$ cat src/rtl/sr_ctrl.sv
// sr_ctrl: architectural status register with a hardware save stack.
// The SR is updated from ALU flags, full-word writes, BIS/BIC masks, interrupt
// entry and RETI. Exactly one update class takes effect per cycle, in this order:
// reti, irq_entry, wr_en, bis/bic, flag_we.
// Optional macro SR_LPM_EXIT_EN adds lpm_exit. When asserted, lpm_exit clears the
// low-power bits in the top stack entry, so the next RETI returns in active mode.
module sr_ctrl #(
  parameter int               WIDTH       = 16,
  parameter int               STACK_DEPTH = 4,
  parameter logic [WIDTH-1:0] RESET_VAL   = '0
) (
  input  logic                             clk,
  input  logic                             rst_n,
`ifdef SR_LPM_EXIT_EN
  input  logic                             lpm_exit,
`endif
  input  logic [3:0]                       flag_we,
  input  logic [3:0]                       cvnz_in,
  input  logic                             wr_en,
  input  logic [WIDTH-1:0]                 wr_data,
  input  logic                             bis_en,
  input  logic                             bic_en,
  input  logic [WIDTH-1:0]                 mask_data,
  input  logic                             irq_entry,
  input  logic                             reti,
  output logic [WIDTH-1:0]                 sr_out,
  output logic                             gie,
  output logic                             cpuoff,
  output logic [$clog2(STACK_DEPTH+1)-1:0] stack_level,
  output logic                             stk_ovf,
  output logic                             stk_unf
);

  localparam int LW = $clog2(STACK_DEPTH + 1);

  // Bits cleared on interrupt entry: C, Z, N, GIE, CPUOFF, OSCOFF, SCG1, V.
  // SCG0 (bit 6) and all bits above V are kept.
  localparam logic [WIDTH-1:0] IRQ_CLR = WIDTH'(9'h1BF);

  logic [WIDTH-1:0] sr_q, sr_d;
  logic [LW-1:0]    level_q, level_d;
  logic             ovf_q, ovf_d;
  logic             unf_q, unf_d;
  logic [WIDTH-1:0] stk_q [STACK_DEPTH];
  logic [WIDTH-1:0] stk_d [STACK_DEPTH];

  logic [WIDTH-1:0] top_raw;
  logic [WIDTH-1:0] top_mod;
  logic             lpm_act;
  logic [WIDTH-1:0] mask_tmp;
  logic             empty;
  logic             full;

  assign empty = (level_q == '0);
  assign full  = (level_q == LW'(STACK_DEPTH));

  // Select the current top-of-stack entry; an empty stack yields RESET_VAL.
  always_comb begin
    top_raw = RESET_VAL;
    for (int i = 0; i < STACK_DEPTH; i++) begin
      if (int'(level_q) == i + 1) top_raw = stk_q[i];
    end
  end

`ifdef SR_LPM_EXIT_EN
  // Low-power exit clears CPUOFF, OSCOFF and SCG1 in the saved context.
  localparam logic [WIDTH-1:0] LPM_CLR = WIDTH'(9'h0B0);

  // Apply the low-power exit to the top entry; the popped value on RETI is the modified one.
  always_comb begin
    lpm_act = lpm_exit && !empty;
    top_mod = lpm_act ? (top_raw & ~LPM_CLR) : top_raw;
  end
`else
  // Without the low-power exit feature the top entry is never modified in place.
  always_comb begin
    lpm_act = 1'b0;
    top_mod = top_raw;
  end
`endif

  // Next-state logic: the highest-priority active class wins.
  always_comb begin
    sr_d     = sr_q;
    level_d  = level_q;
    ovf_d    = ovf_q;
    unf_d    = unf_q;
    stk_d    = stk_q;
    mask_tmp = sr_q;

    if (lpm_act) begin
      for (int i = 0; i < STACK_DEPTH; i++) begin
        if (int'(level_q) == i + 1) stk_d[i] = top_mod;
      end
    end

    if (reti) begin
      if (!empty) begin
        sr_d    = top_mod;
        level_d = level_q - LW'(1);
      end else begin
        unf_d = 1'b1;
      end
    end else if (irq_entry) begin
      sr_d = sr_q & ~IRQ_CLR;
      if (full) begin
        ovf_d = 1'b1;
      end else begin
        for (int i = 0; i < STACK_DEPTH; i++) begin
          if (int'(level_q) == i) stk_d[i] = sr_q;
        end
        level_d = level_q + LW'(1);
      end
    end else if (wr_en) begin
      sr_d = wr_data;
    end else if (bis_en || bic_en) begin
      if (bis_en) mask_tmp = mask_tmp | mask_data;
      if (bic_en) mask_tmp = mask_tmp & ~mask_data;
      sr_d = mask_tmp;
    end else begin
      if (flag_we[3]) sr_d[0] = cvnz_in[3];
      if (flag_we[2]) sr_d[8] = cvnz_in[2];
      if (flag_we[1]) sr_d[2] = cvnz_in[1];
      if (flag_we[0]) sr_d[1] = cvnz_in[0];
    end
  end

  // State registers; reset discards all saved context.
  always_ff @(posedge clk or negedge rst_n) begin
    if (!rst_n) begin
      sr_q    <= RESET_VAL;
      level_q <= '0;
      ovf_q   <= 1'b0;
      unf_q   <= 1'b0;
      for (int i = 0; i < STACK_DEPTH; i++) stk_q[i] <= RESET_VAL;
    end else begin
      sr_q    <= sr_d;
      level_q <= level_d;
      ovf_q   <= ovf_d;
      unf_q   <= unf_d;
      stk_q   <= stk_d;
    end
  end

  assign sr_out      = sr_q;
  assign gie         = sr_q[3];
  assign cpuoff      = sr_q[4];
  assign stack_level = level_q;
  assign stk_ovf     = ovf_q;
  assign stk_unf     = unf_q;

endmodule

$ cat config.mk
export PLATFORM = sky130hd
export DESIGN_NAME = sr_ctrl
export DESIGN_NICKNAME = d
export VERILOG_FILES = /design/src/rtl/sr_ctrl.sv
export SDC_FILE = /design/constraint.sdc
export NUM_CORES = 1
export LEC_CHECK = 0
export CELL_PAD_IN_SITES_DETAIL_PLACEMENT = 1
export CELL_PAD_IN_SITES_GLOBAL_PLACEMENT = 1
export CORE_MARGIN = 1.5
export CORE_UTILIZATION = 35
export CTS_CLUSTER_SIZE = 40
export DETAILED_ROUTE_END_ITERATION = 7
export DONT_BUFFER_PORTS = 1
export PLACE_DENSITY_LB_ADDON = 0.1
export SLEW_MARGIN = 10
export SYNTH_ARGS = -nofsm -noshare
export SYNTH_HDL_FRONTEND = slang
export SYNTH_SLANG_ARGS = --single-unit
$ cat constraint.sdc
create_clock -name clk -period 5.3 [get_ports clk]
set_clock_uncertainty 0.15 [all_clocks]
set_input_delay 1.325 -clock clk [delete_from_list [all_inputs] [get_ports clk]]
set_output_delay 1.325 -clock clk [all_outputs]
set_load 0.05 [all_outputs]
# Word level (Yosys, flattened, before mapping)
# Index checks and enable logic that the tools add are counted.
# op_classes
addsub	2
mux	26
shifts	0
reduce_logical	23
n_div	0
magnitude_cmp	0
eq_ne	8
bitwise	5
n_mul	0
# ops
cell	n
$mux W16	14
$reduce_bool A5 Y1	4
$and A16 B16 Y16	1
$not A16 Y16	1
$or A16 B16 Y16	1
$reduce_and A4 Y1	4
$mux W3	5
$eq A3 B3 Y1 const B	4
$reduce_and A2 Y1	6
$reduce_and A3 Y1	3
$mux W7	1
$logic_not A3 Y1	2
$mux W1	5
$mux W5	1
$ne A2 B2 Y1 const B	2
$reduce_bool A4 Y1	1
$add A3 B1 Y3 const B	1
$eq A3 B2 Y1 const B	1
$reduce_bool A3 Y1	1
$sub A3 B1 Y3 const B	1
$ne A2 B1 Y1 const B	1
$not A1 Y1	2
$reduce_bool A2 Y1	1
$logic_or A1 B1 Y1	1
# totals
inputBits	47
reg_bits	85
mem_bits_rw	0
latchBits	0
elab_cells	77
mem_count	0
out_inout_bits	23
romBits	0

# Logic depth before layout (Yosys ltp)
# logic_depth
depth_word	12
mapped_depth	9
mapped_depth_nobuf	6

# Worst setup path after synthesis
# No wires, ideal clock.
# synth_timing
path_type	input to register
start	input port reti
end	register level_q[2] (netlist: stack_level[2])
path_stages	6
setup_slack_ns	2.389
path_buffers	2
setup_ns	0.127
arrival_time_ns	2.634
required_ns	5.023
cell_sequence	buf_2 > buf_1 > inv_1 > fa_1 > o31ai_1 > a21oi_1
# synth_between
elab_chain_len	2
elab_cells_between_ends	5
classes_between	2 x eq/ne; 1 x mux; 2 x reduce/logical
# synth_lines
item	line	source
from (decl)	25	input logic reti,
$ne A2 B2 Y1 (no source line) or $reduce_bool A2 Y1 (tied branches)	--	
$reduce_and A3 Y1 (no source line)	--	
to (signal assigned)	138	level_q <= level_d;
to (decl)	41	logic [LW-1:0] level_q, level_d;
# Several ways; a longest one is shown, not always the timed one.
# A chain may end at the register's enable or synchronous reset.

# Worst setup path after layout
# layout_timing
start	register level_q[2] (netlist: stack_level[2])
end	output port stack_level[2]
# layout_rtl
item	line	source
to (decl)	29	output logic [$clog2(STACK_DEPTH+1)-1:0] stack_level,
# No word-level cell between the ends.

==> impl_metrics.env <==
export IMPL_layout_commonest_cell="sky130_fd_sc_hd__dfrtp_1"
export IMPL_rsz_0062_raised_after_global_routing="no"
export IMPL_reg_to_reg_start="stack_level[0]$_DFFE_PN0P_"
export IMPL_report_final_slew_viol_count=0
export IMPL_post_layout_nonfiller_instances=544
export IMPL_chipWidth_um=116
export IMPL_synth_top_area_share_pct=47.5
export IMPL_clockRootBuffer="sky130_fd_sc_hd__clkbuf_16"
export IMPL_mappedNetlistArea_mm2=0.00448
export IMPL_dpl_cell_area_mm2=0.00453
export IMPL_crit_reg2reg_capture="stk_q[34]$_DFFE_PN0P_"
export IMPL_power_density_mw_per_mm2=608
export IMPL_drt_wl_total_um=12400
export IMPL_post_cts_resized=0
export IMPL_path_class="flip-flop to output port"
export IMPL_postLayoutCellArea_mm2=0.00480
export IMPL_report_final_setup_viol=0
export IMPL_core_area_mm2=0.0126
export IMPL_wire_length_of_the_first_global_routing_pass_um=18900
export IMPL_worst_r2r_path_depth=4
export IMPL_timing_setup_tns_ps=0
export IMPL_detail_route_iter0_violations=146
export IMPL_worstPathMaxFanout=15
export IMPL_worst_slew_pin_transition_ps=1120
export IMPL_timing_critical_path_required_ps=3830
export IMPL_worst_hold_slack_ps=333
export IMPL_n_antenna_cell=0
export IMPL_post_synth_top_area_cell="sky130_fd_sc_hd__dfrtp_1"
export IMPL_cts_sink_count=85
export IMPL_worst_setup_path_end_kind="output port"
export IMPL_global_placer_s_final_weighted_congestion=0.734
export IMPL_final_cell_mix="sky130_fd_sc_hd__dfrtp_1 (84), sky130_fd_sc_hd__mux2_2 (49), sky130_fd_sc_hd__mux2_1 (22), sky130_fd_sc_hd__nor2_1 (18), sky130_fd_sc_hd__a211oi_1 (15)"
export IMPL_multi_input_comb_area_mm2=0.00211
export IMPL_layout_min_cycle_time_ps=2890
export IMPL_cap_violations=0
export IMPL_synth_cell_type_count=49
export IMPL_async_reset_ff_share_pct=100
export IMPL_worst_setup_hold_path_clk_slew_ps=60
export IMPL_worst_hold_path_num_cells=1
export IMPL_yosysSeqAreaShare_pct=47.5
export IMPL_area_delta_synth_final_pct=7.24
export IMPL_tritoncts_num_buffers=9
export IMPL_cts_htree_levels=3
export IMPL_grtUsageTotal_pct=19.5
export IMPL_die_area_mm2=0.0135
export IMPL_detail_route_first_pass_iterations=4
export IMPL_wire_per_inst_um=22.9
export IMPL_post_route_drc_count=0
export IMPL_largest_net_degree_at_the_start_of_global_routing=86
export IMPL_via_per_inst=5.63
export IMPL_die_height_um=116
export IMPL_port_buffers=0
export IMPL_clock_tree_from_tritoncts="done"
export IMPL_run_status="complete, no violations"
export IMPL_num_nets_final=417
export IMPL_timing_critical_path_from_type="flip-flop"
export IMPL_min_delay_worst_type="flip-flop to flip-flop"
export IMPL_syn_area_per_cell_um2=11.6
export IMPL_slew_headroom_pct=25.2
export IMPL_layout_area_seq_mm2=0.00213
export IMPL_synthCells=386
export IMPL_placementRows=41
export IMPL_drtAntennaViolNets=0
export IMPL_power_total_mw=2.92
export IMPL_syn_num_nets=434
export IMPL_pin_count=70
export IMPL_ff2ff_setup_slack_ps=2510
export IMPL_clock_tree_buffer_depth=2
export IMPL_synth_warnings=0
export IMPL_floorplan_initialDensity_pct=35.6
export IMPL_max_vdd_ir_drop_mv=0.176
export IMPL_synth_seq_cells=85
export IMPL_clock_insertion_delay_worst_skew_ps=350
export IMPL_antenna_found_initial=0
export IMPL_detailed_place_hpwl_um=8020
export IMPL_vias_after_detailed_routing=3065
export IMPL_vias_in_the_first_global_route=3129
export IMPL_dominantRegCellSynth="sky130_fd_sc_hd__dfrtp_1"
export IMPL_min_to="stk_q[31]$_DFFE_PN0P_"
export IMPL_post_synth_edffs=0
export IMPL_numPlacedInstances=530
export IMPL_leakage_nw=2.04
export IMPL_fillers=1359
export IMPL_number_of_hold_buffers_added_after_cts=0
export IMPL_critPathArrivalTime_ps=1420
export IMPL_globalRouteOverflowTotal=0
export IMPL_max_freq_mhz=346
export IMPL_timing_final_crit_share_pct=54.6
export IMPL_synthTopCellsByArea="sky130_fd_sc_hd__dfrtp_1 (47%), sky130_fd_sc_hd__mux2_2 (12%), sky130_fd_sc_hd__mux2_1 (5.5%)"
export IMPL_finalHoldViolCount=0
export IMPL_layout_cell_share_with_drive_strength_beyond_1_pct=22.0
export IMPL_min_from="stk_q[31]$_DFFE_PN0P_"
export IMPL_number_of_buffers_inserted_by_post_cts_setup_repair=0
## how the worst max path moves through the flow
stage,startpoint,end,slack [ps],depth (start not counted)
after floorplan,reti,stack_level[2]$_DFFE_PN0P_,2390,6
after global placement,bic_en,sr_out[13]$_DFFE_PN0P_,2340,4
after detailed placement,bic_en,sr_out[13]$_DFFE_PN0P_,2340,4
after CTS,stack_level[2]$_DFFE_PN0P_,stack_level[2],2400,0
after global routing,stack_level[2]$_DFFE_PN0P_,stack_level[2],2330,0
final,stack_level[2]$_DFFE_PN0P_,stack_level[2],2410,0
## logic make-up after synthesis
logic type	share of synthesized area, %
AO/OA/AOI/OAI	17.6
flip-flops	47.5
multiplexers	19.9
AND/OR/NAND/NOR	9.08
buffers and inverters	5.28
XOR/XNOR	0.196
adder cells (fa/ha/maj)	0.447
## metal layers
metal | vias to the layer above | global-route usage (%) | share of wire [%]
li1 | 1420 | - | -
met1 | 1570 | 25.6 | 46
met2 | 64 | 31.1 | 47
met3 | 11 | 5.60 | 6.0
met4 | 0 | 6.34 | 1.2
met5 | - | 0 | 0
## metrics by stage
stage	setup WS (ps)	utilization [%]
detailed placement	2340	36.0
global placement	2340	36.0
floorplan	2390	-
finish	2410	38.2
global route	2330	38.2
CTS	2400	38.2
## power by group
part	switching, mW	internal, mW
registers	0.615	0.926
clock network	0.252	0.359
logic	0.379	0.390
total	1.25	1.67
## final cells by class
cell class	count	share of cell area (%)
Multi-Input combinational cell	257	44.0
Clock buffer	11	4.85
Sequential cell	85	44.3
Clock inverter	3	0.834
Inverter	13	1.02
Tap cell	172	4.48
Timing Repair Buffer	3	0.469
## Yosys cell counts (all sizes together), types with 10 or more instances
master and instances:
dfrtp 85, mux2 71, buf 24, nor2 19, o21ai 18, a211oi 15
nand2 14, inv 13, a31oi 11, a21oi 10
## state kept, by name, indices dropped and copies added (netlist names)
| name | flops |
|---|---|
| sr_out | 16 |
| stk_q | 64 |
| stk_ovf | 1 |
| stk_unf | 1 |
| stack_level | 3 |
(Power assumes the default switching activity.)
